## config.mk

```make
export PLATFORM = sky130hd
export DESIGN_NAME = iter_controller
export DESIGN_NICKNAME = d
export VERILOG_FILES = /design/src/rtl/iter_pkg.sv /design/src/rtl/iter_controller.sv
export SDC_FILE = /design/constraint.sdc
export NUM_CORES = 1
export LEC_CHECK = 0
export BUFFER_PORTS_ARGS = -buffer_cell sky130_fd_sc_hd__buf_2
export CORE_MARGIN = 2
export CORE_UTILIZATION = 62
export CTS_CLUSTER_SIZE = 30
export DETAILED_ROUTE_END_ITERATION = 7
export PLACE_DENSITY = 0.93
export SLEW_MARGIN = 20
export SYNTH_ARGS = -nofsm -noshare
export SYNTH_HDL_FRONTEND = slang
export SYNTH_SLANG_ARGS = --single-unit
```

## constraint.sdc

```tcl
create_clock -name clock -period 5 [get_ports clock]
set_input_delay 0.75 -clock clock [delete_from_list [all_inputs] [get_ports clock]]
set_output_delay 0.75 -clock clock [all_outputs]
set_load 0.005 [all_outputs]
```

## src/rtl/iter_pkg.sv

```systemverilog
// rtl/iter_pkg.sv - shared state encoding and drain defaults for the iteration controller and FIR-side blocks
package iter_pkg;

  typedef enum logic [1:0] {
    ST_IDLE  = 2'd0,
    ST_FEED  = 2'd1,
    ST_DRAIN = 2'd2,
    ST_DONE  = 2'd3
  } iter_state_e;

  localparam int DRAIN_CYCLES_DEF = 4;
  localparam int DRAIN_CNT_W      = 8;

endpackage

```

## src/rtl/iter_controller.sv

```systemverilog
// rtl/iter_controller.sv - sequences iterative reconstruction runs: feed, FIR drain gap, done pulse
module iter_controller
  import iter_pkg::*;
#(
  parameter int SAMPLE_W     = 16,
  parameter int ITER_W       = 8,
  parameter int DRAIN_CYCLES = DRAIN_CYCLES_DEF
) (
  input  logic                clock,
  input  logic                reset,
  input  logic                start,
  input  logic                abort,
  input  logic [ITER_W-1:0]   cfg_num_iters,
  input  logic [SAMPLE_W-1:0] cfg_sig_len,
  input  logic                lvl_gen_valid,
  input  logic                sigbuff_valid,
  input  logic                fir_ready,
  output logic                iter_input_mux,
  output logic                iter_input_enable,
  output logic                sigbuff_rewind,
  output logic                busy,
  output logic                done,
  output logic [ITER_W-1:0]   iter_idx
);

  localparam logic [DRAIN_CNT_W-1:0] DRAIN_LAST = DRAIN_CNT_W'(DRAIN_CYCLES - 1);

  iter_state_e            state, nxt_state;
  logic [SAMPLE_W-1:0]    sample_cnt, nxt_sample_cnt;
  logic [DRAIN_CNT_W-1:0] drain_cnt, nxt_drain_cnt;
  logic [SAMPLE_W-1:0]    sig_len_q, nxt_sig_len;
  logic [ITER_W-1:0]      num_iters_q, nxt_num_iters;
  logic [ITER_W-1:0]      nxt_iter_idx;
  logic                   nxt_mux, nxt_enable, nxt_rewind, nxt_busy, nxt_done;
  logic                   accept;

  // A sample is consumed only when the FIR takes it and the selected source offers one.
  assign accept = iter_input_enable & fir_ready &
                  (iter_input_mux ? lvl_gen_valid : sigbuff_valid);

  // State, counters, latched config and every output are registered here.
  always_ff @(posedge clock or negedge reset) begin
    if (!reset) begin
      state             <= ST_IDLE;
      sample_cnt        <= '0;
      drain_cnt         <= '0;
      sig_len_q         <= '0;
      num_iters_q       <= '0;
      iter_idx          <= '0;
      iter_input_mux    <= 1'b1;
      iter_input_enable <= 1'b0;
      sigbuff_rewind    <= 1'b0;
      busy              <= 1'b0;
      done              <= 1'b0;
    end else begin
      state             <= nxt_state;
      sample_cnt        <= nxt_sample_cnt;
      drain_cnt         <= nxt_drain_cnt;
      sig_len_q         <= nxt_sig_len;
      num_iters_q       <= nxt_num_iters;
      iter_idx          <= nxt_iter_idx;
      iter_input_mux    <= nxt_mux;
      iter_input_enable <= nxt_enable;
      sigbuff_rewind    <= nxt_rewind;
      busy              <= nxt_busy;
      done              <= nxt_done;
    end
  end

  // Next-state and next-output decode; outputs are the registered image of the next state.
  always_comb begin
    nxt_state      = state;
    nxt_sample_cnt = sample_cnt;
    nxt_drain_cnt  = drain_cnt;
    nxt_sig_len    = sig_len_q;
    nxt_num_iters  = num_iters_q;
    nxt_iter_idx   = iter_idx;
    nxt_mux        = iter_input_mux;
    nxt_enable     = iter_input_enable;
    nxt_rewind     = 1'b0;
    case (state)
      ST_IDLE: begin
        nxt_mux    = 1'b1;
        nxt_enable = 1'b0;
        // abort in the same cycle suppresses start
        if (start && !abort) begin
          if (cfg_num_iters != '0 && cfg_sig_len != '0) begin
            nxt_state      = ST_FEED;
            nxt_num_iters  = cfg_num_iters;
            nxt_sig_len    = cfg_sig_len;
            nxt_iter_idx   = '0;
            nxt_sample_cnt = '0;
            nxt_enable     = 1'b1;
          end else begin
            nxt_state = ST_DONE;
          end
        end
      end
      ST_FEED: begin
        if (abort) begin
          nxt_state  = ST_DONE;
          nxt_enable = 1'b0;
        end else if (accept) begin
          if (sample_cnt == sig_len_q - SAMPLE_W'(1)) begin
            nxt_state      = ST_DRAIN;
            nxt_enable     = 1'b0;
            nxt_sample_cnt = '0;
            nxt_drain_cnt  = '0;
          end else begin
            nxt_sample_cnt = sample_cnt + SAMPLE_W'(1);
          end
        end
      end
      ST_DRAIN: begin
        if (abort) begin
          nxt_state = ST_DONE;
        end else if (drain_cnt == DRAIN_LAST) begin
          if (iter_idx == num_iters_q - ITER_W'(1)) begin
            nxt_state = ST_DONE;
          end else begin
            // later iterations refine the buffered signal rather than the level generator
            nxt_state    = ST_FEED;
            nxt_iter_idx = iter_idx + ITER_W'(1);
            nxt_mux      = 1'b0;
            nxt_rewind   = 1'b1;
            nxt_enable   = 1'b1;
          end
        end else begin
          nxt_drain_cnt = drain_cnt + DRAIN_CNT_W'(1);
        end
      end
      ST_DONE: begin
        nxt_state  = ST_IDLE;
        nxt_mux    = 1'b1;
        nxt_enable = 1'b0;
      end
      default: begin
        nxt_state = ST_IDLE;
      end
    endcase
    nxt_busy = (nxt_state != ST_IDLE);
    nxt_done = (nxt_state == ST_DONE);
  end

endmodule
```

* Yosys cells after proc, flatten, opt, wreduce, memory -nomap -nowiden
Index checks and enable logic that the tools add are counted.
** Cells by class
- Add/sub/neg operators :: 5
- $mul :: 0
- Divide/modulo/power cells :: 0
- Order comparisons :: 0
- Equal/unequal tests :: 18
- Shift operators :: 0
- Multiplexer cells :: 45
- Bitwise operators :: 2
- Reduce and logical (&&, ||, !) cells :: 18
** Operator list (count)
- $mux 16 :: 5
- $mux 8 :: 10
- $pmux 16 s2 :: 1
- $pmux 8 s2 :: 2
- $ne 2x2->1 const B :: 9
- $add 16x1->16 const B :: 1
- $add 8x1->8 const B :: 2
- $eq 16x16->1 :: 1
- $mux 1 :: 16
- $mux 2 :: 8
- $reduce_bool 16->1 :: 1
- $sub 16x1->16 const B :: 1
- $reduce_and 6->1 :: 2
- $reduce_and 5->1 :: 2
- $reduce_bool 2->1 :: 5
- $eq 8x2->1 const B :: 1
- $eq 8x8->1 :: 1
- $pmux 2 s4 :: 1
- $reduce_bool 8->1 :: 1
- $sub 8x1->8 const B :: 1
- $eq 2x2->1 const B :: 3
- $ne 3x3->1 const B :: 2
- $pmux 1 s4 :: 1
- $reduce_and 4->1 :: 1
- 8 further kinds :: 10
** Storage, ports and cells
- Register bits :: 63
- Bits in latches :: 0
- RAM bits :: 0
- Memory bits (read-only) :: 0
- Output and inout port bits :: 13
- Memories kept :: 0

* Longest topological paths before layout
Gate-level depths: netlist of the first run.
- Depth in word-level cells :: 7
- Gate-level depth with buffers :: 11
- Gate-level depth less buffers :: 10

* Worst setup path before layout of the first run
Ideal clock, no wire load.
- Kind :: register to register
- Start :: register sig_len_q[3]
- End :: register drain_cnt[3]
- Arrival :: 3135 ps
- Required time :: 4922 ps
- Slack :: 1788 ps
- Stages on the path, launching flop included :: 11
- Path buffers :: 2
- Period minus slack after synthesis :: 3212 ps
- Cells stage by stage :: dfrtp_1 buf_6 or4_4 or3_4 or4_1 a22o_1 nor4_4 a21boi_2 buf_6 or3_1 a21oi_1
** Between the ends
- Word-level cells in the longest chain between the ends :: 4
** RTL lines
- from (decl) :: RTL line iter_controller.sv:31 : logic [SAMPLE_W-1:0] sig_len_q, nxt_sig_len;
- from (signal assigned) :: RTL line iter_controller.sv:59 : sig_len_q <= nxt_sig_len;
- $sub 16x1->16 :: RTL line iter_controller.sv:104 : if (sample_cnt == sig_len_q - SAMPLE_W'(1)) begin
- $eq 16x16->1 :: RTL line iter_controller.sv:104
- $ne 2x2->1 (no line)
- $reduce_and 6->1 (no line)
- to (signal assigned) :: RTL line iter_controller.sv:58 : drain_cnt <= nxt_drain_cnt;
- to (decl) :: RTL line iter_controller.sv:30 : logic [DRAIN_CNT_W-1:0] drain_cnt, nxt_drain_cnt;
Every way passes these cells.
A chain may end at the register's enable or synchronous reset.

* Final worst setup path of the first run
- Start :: register sig_len_q[3]
- End :: register drain_cnt[0]
The elaborated chain is that of the path after synthesis.

==> impl_metrics.toml, run 1 <==
[clock_network]
cts-buffers-inserted = 9
ctsHtreeMaxLevel = 3
clk_pin_slew_ps = 70
cts_hold_buf = 0
cts.repair.resized = 0
cts-root-buf = "clkbuf_8"
tritoncts = "done"
cts.sinks = 63
cts.path.max_buffers = 2
post-cts-setup-buffers = 0
clk_latency_ps = 340

[setup_path]
required_ps = 5230
r2r_end = "drain_cnt[0]"
crit_cells = 8
end_kind = "register"
reg2reg_depth = 8
slowest_delay_ps = 590
critical_path_buf_inv_count = 0
r2r-start = "sig_len_q[3]"
crit_arrival_ps = 3690
critical_path.slowest_cell = "or4_4"
crit_path_max_fanout = 13
cp_cell_sequence = "or4_4 -> or3_4 -> or4_1 -> a22o_1 -> nor4_4 -> a21boi_2 -> nand2b_1 -> mux2_1"
path_class = "reg -> reg"
path_delay_family = "simple AND/OR/NAND/NOR gates"
ff2ff_setup_slack_ps = 1540
start_kind = "register"

[synth]
ys.flop_type = "dfrtp_1"
ys_ff_latch = 63
yosysWarnings = 0
syn_avg_cell_area_um2 = 9.447
syn_nets = 458
synth_edf_count = 0
syn_inst = 418
synth_top_area_cell = "dfrtp_1"
synth.distinct_cells = 48
netlist_area_um2 = 3949
synth.area.top_cells = "dfrtp_1 39%, mux2_2 7.7%, xnor2_1 5.5%, xor2_1 4.2%, nor2_1 3.0%"
synthDominantCellAreaShare = 0.3929
ys_seq_area_frac = 0.3996
synth-async-reset-ratio = 1.000

[die]
core_um2 = 6241
die_y_um = 83.81
initial_core_util = 0.6327
dieWidth_um = 83.81
rows = 29
die_area_um2 = 7023
io_pins = 44

[sta]
finalCriticalPeriod_ps = 3464
final.period_utilization = 0.6928
setup_viol = 0
setup_tns_ps = 0
rsz0062_at_grt = "no"
hold_viol = 0
fin_skew_ps = 7.230
slew_headroom = 0.3135
fmax_mhz = 288.7
tightestPinTransition_ps = 1027
report.final.slew_viol_count = 0

[global_routing]
grt_max_degree = 64
grt_overflow_total = 0
grt_pass1_wl_um = 15370
grtUsageTotal = 0.2704
antenna_found_initial = 0
grt_pass1_vias = 3367

[place]
gp_routability_congestion = 0.9492
io_buffers = 43
post_dp_cell_area_um2 = 4200
dp_hpwl_um = 6543

[hold_path]
hold_start = "iter_input_mux"
holdPathEnd = "iter_input_mux"
hp-class = "reg -> reg"
hold_depth = 2

[run]
cap_violations = 0

[cells_and_area]
final_nets = 499
stdcell_area_um2 = 4395
finalCoreUtilization = 0.7043
final_common_cell = "dfrtp_1"
drive_above_1_share = 0.2112
layout_common_cells = "62 x dfrtp_1, 43 x buf_2, 32 x nor2_1"
antenna_cells = 0
syn2layout_area_growth_pct = 11.31

[pwr]
ir_drop_v = 0.0003552
power_mw = 2.293
p_leak_nw = 1.921
powerDensity_nw_per_um2 = 521.7

[detailed_routing]
routed_wl_um = 8992
drtIter0Drc = 193
drtPass1Iterations = 5
ant_nets = 0
via_count = 3374
avgRoutedWirePerCell_um = 16.62
drcViolationCount = 0
drt-vias-per-instance = 6.237

[run_status]
status = "finished clean"
-- layout make-up --
type,instances,area [um2]
Sequential cell,63,1578
Clock inverter,2,12.51
Tap cell,77,96.34
Fill cell,437,1846
Inverter,16,60.06
Clock buffer,14,182.7
Multi-Input combinational cell,325,2243
Timing Repair Buffer,44,222.7
-- report_power, final --
group          leakage (nW)  total, mW  internal (mW)  switching [mW]
registers             0.806      0.885          0.664           0.221
logic                  1.02      0.983          0.455           0.528
clock network        0.0987      0.425          0.234           0.192
-- flip-flops by register name (all words and copies together), names as in the netlist --
| name | count |
|---|---|
| state | 2 |
| drain_cnt | 8 |
| iter_idx | 8 |
| sample_cnt | 16 |
| num_iters_q | 8 |
| sigbuff_rewind | 1 |
| iter_input_enable | 1 |
| iter_input_mux | 1 |
| busy | 1 |
| sig_len_q | 16 |
| done | 1 |
-- worst max path at each step --
stage	startpoint	to	slack, ps
2_1_floorplan	sig_len_q[3]	drain_cnt[3]	1790
3_3_place_gp	sig_len_q[3]	drain_cnt[0]	1710
3_5_place_dp	sig_len_q[3]	drain_cnt[0]	1580
4_1_cts	sig_len_q[3]	drain_cnt[0]	1540
5_1_grt	sig_len_q[3]	drain_cnt[0]	1370
6_report	sig_len_q[3]	drain_cnt[0]	1540
-- synthesized netlist by cell type, types with 9 or more instances --
library cell  number
dfrtp_1           62
nor2_1            32
nand2_1           29
mux2_2            27
xnor2_1           25
o21ai_0           22
a21oi_1           20
xor2_1            19
inv_1             16
nor3_1            13
nor4_1            12
clkbuf_1          11
nand4_1           11
nand3_1           10
and3_1             9
ha_1               9
-- cells by family after synthesis --
kind of cell | Yosys count | share of synthesized area
AND/OR/NAND/NOR | 165 | 0.2310
AO/OA/AOI/OAI | 75 | 0.1210
flip-flops | 63 | 0.3996
XOR/XNOR | 44 | 0.09759
multiplexers | 32 | 0.08999
buffers and inverters | 30 | 0.03232
adder cells (fa/ha/maj) | 9 | 0.02852
-- metal layers --
metal | vias to the layer above | track usage | part of all wire
met4 | 0 | 0.08651 | 0.021
met3 | 23 | 0.07023 | 0.053
met2 | 120 | 0.4778 | 0.52
met1 | 1643 | 0.3212 | 0.41
li1 | 1588 | - | -
met5 | - | 0 | 0
-- stage by stage --
stage	hold WS, ps	worst slack, ps	cells
CTS	541.3	1539	541
global placement	507.0	1705	525
floorplan	454.4	1788	418
finish	543.1	1536	541
global route	553.2	1372	541
detailed placement	526.6	1578	525
-- worst register-to-register path: stages, from the launching register on --
cell      delay, ps
dfrtp_1         470
or4_4           590
or3_4           370
or4_1           510
a22o_1          270
nor4_4          360
a21boi_2        190
nand2b_1        230
mux2_1          350
(Power assumes the default switching activity.)
==> run 2: changes to the inputs <==
--- a/config.mk
+++ b/config.mk
@@ -5,12 +5,13 @@
 export SDC_FILE = /design/constraint.sdc
 export NUM_CORES = 1
 export LEC_CHECK = 0
+export ABC_AREA = 1
 export BUFFER_PORTS_ARGS = -buffer_cell sky130_fd_sc_hd__buf_2
 export CORE_MARGIN = 2
-export CORE_UTILIZATION = 62
+export CORE_UTILIZATION = 54
 export CTS_CLUSTER_SIZE = 30
 export DETAILED_ROUTE_END_ITERATION = 7
-export PLACE_DENSITY = 0.93
+export PLACE_DENSITY = 0.86
 export SLEW_MARGIN = 20
 export SYNTH_ARGS = -nofsm -noshare
 export SYNTH_HDL_FRONTEND = slang
==> constraint.sdc (replaced) <==
create_clock -name clock -period 3.08 [get_ports clock]
set_input_delay 0.462 -clock clock [delete_from_list [all_inputs] [get_ports clock]]
set_output_delay 0.462 -clock clock [all_outputs]
set_load 0.005 [all_outputs]
==> impl_metrics.toml, run 2 <==
[run_status]
status = "finished clean"

[clock_network]
cts.repair.resized = 0
clk_pin_slew_ps = 70
tritoncts = "done"
cts-buffers-inserted = 9
clk_latency_ps = 350
cts.path.max_buffers = 2
ctsHtreeMaxLevel = 3
cts-root-buf = "clkbuf_8"
cts_hold_buf = 0
post-cts-setup-buffers = 0
cts.sinks = 63

[detailed_routing]
drtIter0Drc = 230
drtPass1Iterations = 5
wl_met3_um = 579
route.met2.wl_um = 5207
ant_nets = 0
avgRoutedWirePerCell_um = 13.29
drcViolationCount = 0
drt-vias-per-instance = 5.361
routed.top_layer = "met4"
routed_wl_um = 10530
wl_met1_um = 4417
via_count = 4246

[global_routing]
grt_pass1_vias = 4086
grt_overflow_total = 0
grt_pass1_wl_um = 17940
antenna_found_initial = 0
grt_max_degree = 64
grtUsageTotal = 0.2551

[die]
rows = 32
die_area_um2 = 8902
initial_core_util = 0.5646
dieWidth_um = 94.35
die_y_um = 94.35
io_pins = 44
core_um2 = 7807

[place]
io_buffers = 43
gp_routability_congestion = 0.9176
post_dp_cell_area_um2 = 4715
dp_hpwl_um = 7981
dp_cells = 776

[setup_path]
crit_path_max_fanout = 19
critical_path.slowest_cell = "clkinv_1"
end_kind = "register"
slowest_delay_ps = 470
start_kind = "register"
required_ps = 3330
reg2reg_depth = 13
crit_path_frequent_cell = "inv_1"
crit_arrival_ps = 2850
cp_cell_sequence = "inv_1 -> ha_1 -> inv_1 -> o21ai_0 -> inv_1 -> o21ai_0 -> a21oi_1 -> nand2_1 -> clkinv_1 -> nand2_1 -> nor2_1 -> xor2_1 -> a21oi_1"
path_class = "reg -> reg"

[synth]
ys_seq_area_frac = 0.3579
synth_edf_count = 0
ys_ff_latch = 63
netlist_area_um2 = 4408
synth_top_area_cell = "dfrtp_1"
synthDominantCellAreaShare = 0.3520
synth.area.top_cells = "dfrtp_1 35%, nand2_1 15%, inv_1 7.7%, nor2_1 6.1%, nand3_1 4.7%"
syn_inst = 641
ys.flop_type = "dfrtp_1"
synth_common_cells = "176 x nand2_1, 90 x inv_1, 72 x nor2_1"
post-synth-top-count-cell = "nand2_1"
syn_nets = 681
synth-async-reset-ratio = 1.000
syn_avg_cell_area_um2 = 6.877
yosysWarnings = 0
synth.distinct_cells = 35

[cells_and_area]
final_common_cell = "nand2_1"
syn2layout_area_growth_pct = 12.04
antenna_cells = 0
final_nets = 725
layout_common_cells = "176 x nand2_1, 90 x inv_1, 72 x nor2_1"
fin_cells = 792
drive_above_1_share = 0.1449
nFillCells = 684
stdcell_area_um2 = 4938
largest_registers = "sample_cnt x16, sig_len_q x16"
area.sequential_um2 = 1578
multi_input_area_um2 = 2422

[run]
cap_violations = 0

[sta]
rsz0062_at_grt = "no"
fmax_mhz = 384.5
setup_viol = 0
final.period_utilization = 0.8444
finalCriticalPeriod_ps = 2601
slew_headroom = 0.4621
report.final.slew_viol_count = 0
tightestPinTransition_ps = 806.8
fin_skew_ps = 16.00
hold_viol = 0
setup_tns_ps = 0

[pwr]
p_leak_nw = 2.553
ir_drop_v = 0.0004784
power_mw = 4.198
powerDensity_nw_per_um2 = 850.1

[hold_path]
hp-class = "in -> async"
-- run 2: cell count changes after synthesis, sizes merged, moves of 8 or more --
cell / before / now
inv: 16 / 91
mux2: 28 / 2
nand2: 29 / 185
nand3: 10 / 46
nor2: 32 / 79
nor3: 14 / 6
nor4: 15 / 4
o21ai: 22 / 49
or3: 8 / 0
xnor2: 25 / 13
-- run 2: worst max-delay path: cells and delay by family (launching register included) --
| kind | cells | cell delay [ps] |
|---|---|---|
| adder cells (fa/ha/maj) | 1 | 220 |
| XOR/XNOR | 1 | 140 |
| AND/OR/NAND/NOR | 3 | 560 |
| AO/OA/AOI/OAI | 4 | 410 |
| buffers and inverters | 4 | 780 |
| flip-flops | 1 | 410 |
-- run 2: stage by stage --
stage          utilization  setup WS, ps  hold slack [ps]
3_3_place_gp        0.6038         594.2            497.8
2_1_floorplan            -          1060            166.4
5_1_grt             0.6325         180.2            348.4
3_5_place_dp        0.6038         523.2            501.0
6_report            0.6325         479.3            295.2
4_1_cts             0.6325         515.7            314.1
-- run 2: cell families (layout without fill, tap and decap cells) --
kind of cell / Yosys count / in the layout / share of synthesized area
simple gates: 357 / 357 / 0.3647
flops: 63 / 63 / 0.3579
xor+xnor: 32 / 32 / 0.06358
mux: 2 / 2 / 0.005109
buf+inv: 106 / 155 / 0.09253
fa+ha+maj: 9 / 9 / 0.02555
compound gates: 72 / 72 / 0.09055
-- run 2: metal layers --
| metal | up-vias | global-route usage |
|---|---|---|
| met4 | 0 | 0.1014 |
| met5 | - | 0 |
| li1 | 2111 | - |
| met1 | 1972 | 0.3038 |
| met3 | 29 | 0.06145 |
| met2 | 134 | 0.4440 |
-- run 2: report_power, final --
| part | total (mW) | switching, mW | leakage, nW | internal (mW) |
|---|---|---|---|---|
| clock network | 0.829 | 0.329 | 0.114 | 0.500 |
| logic | 2.05 | 1.36 | 1.62 | 0.696 |
| registers | 1.32 | 0.263 | 0.817 | 1.05 |
| total | 4.20 | 1.95 | 2.55 | 2.25 |
-- run 2: final cells by class --
type,count,share of cell area
multi-input cells,472,0.4905
flip-flops and latches,63,0.3195
inverters,93,0.07069
repair buffers,46,0.04814
clock buffers,13,0.03218
well taps,102,0.02584
clock inverters,3,0.01317
-- run 2: worst paths after layout --
kind                                        from             end  slack, ps
max in group asynchronous                  reset    sig_len_q[6]       2260
min in group clock              cfg_num_iters[6]  num_iters_q[6]        370
worst min register to register    iter_input_mux  iter_input_mux        520
worst max register to register          state[0]   sample_cnt[7]        480
worst min-delay path                       reset    drain_cnt[5]        300
worst max-delay path                    state[0]   sample_cnt[7]        480
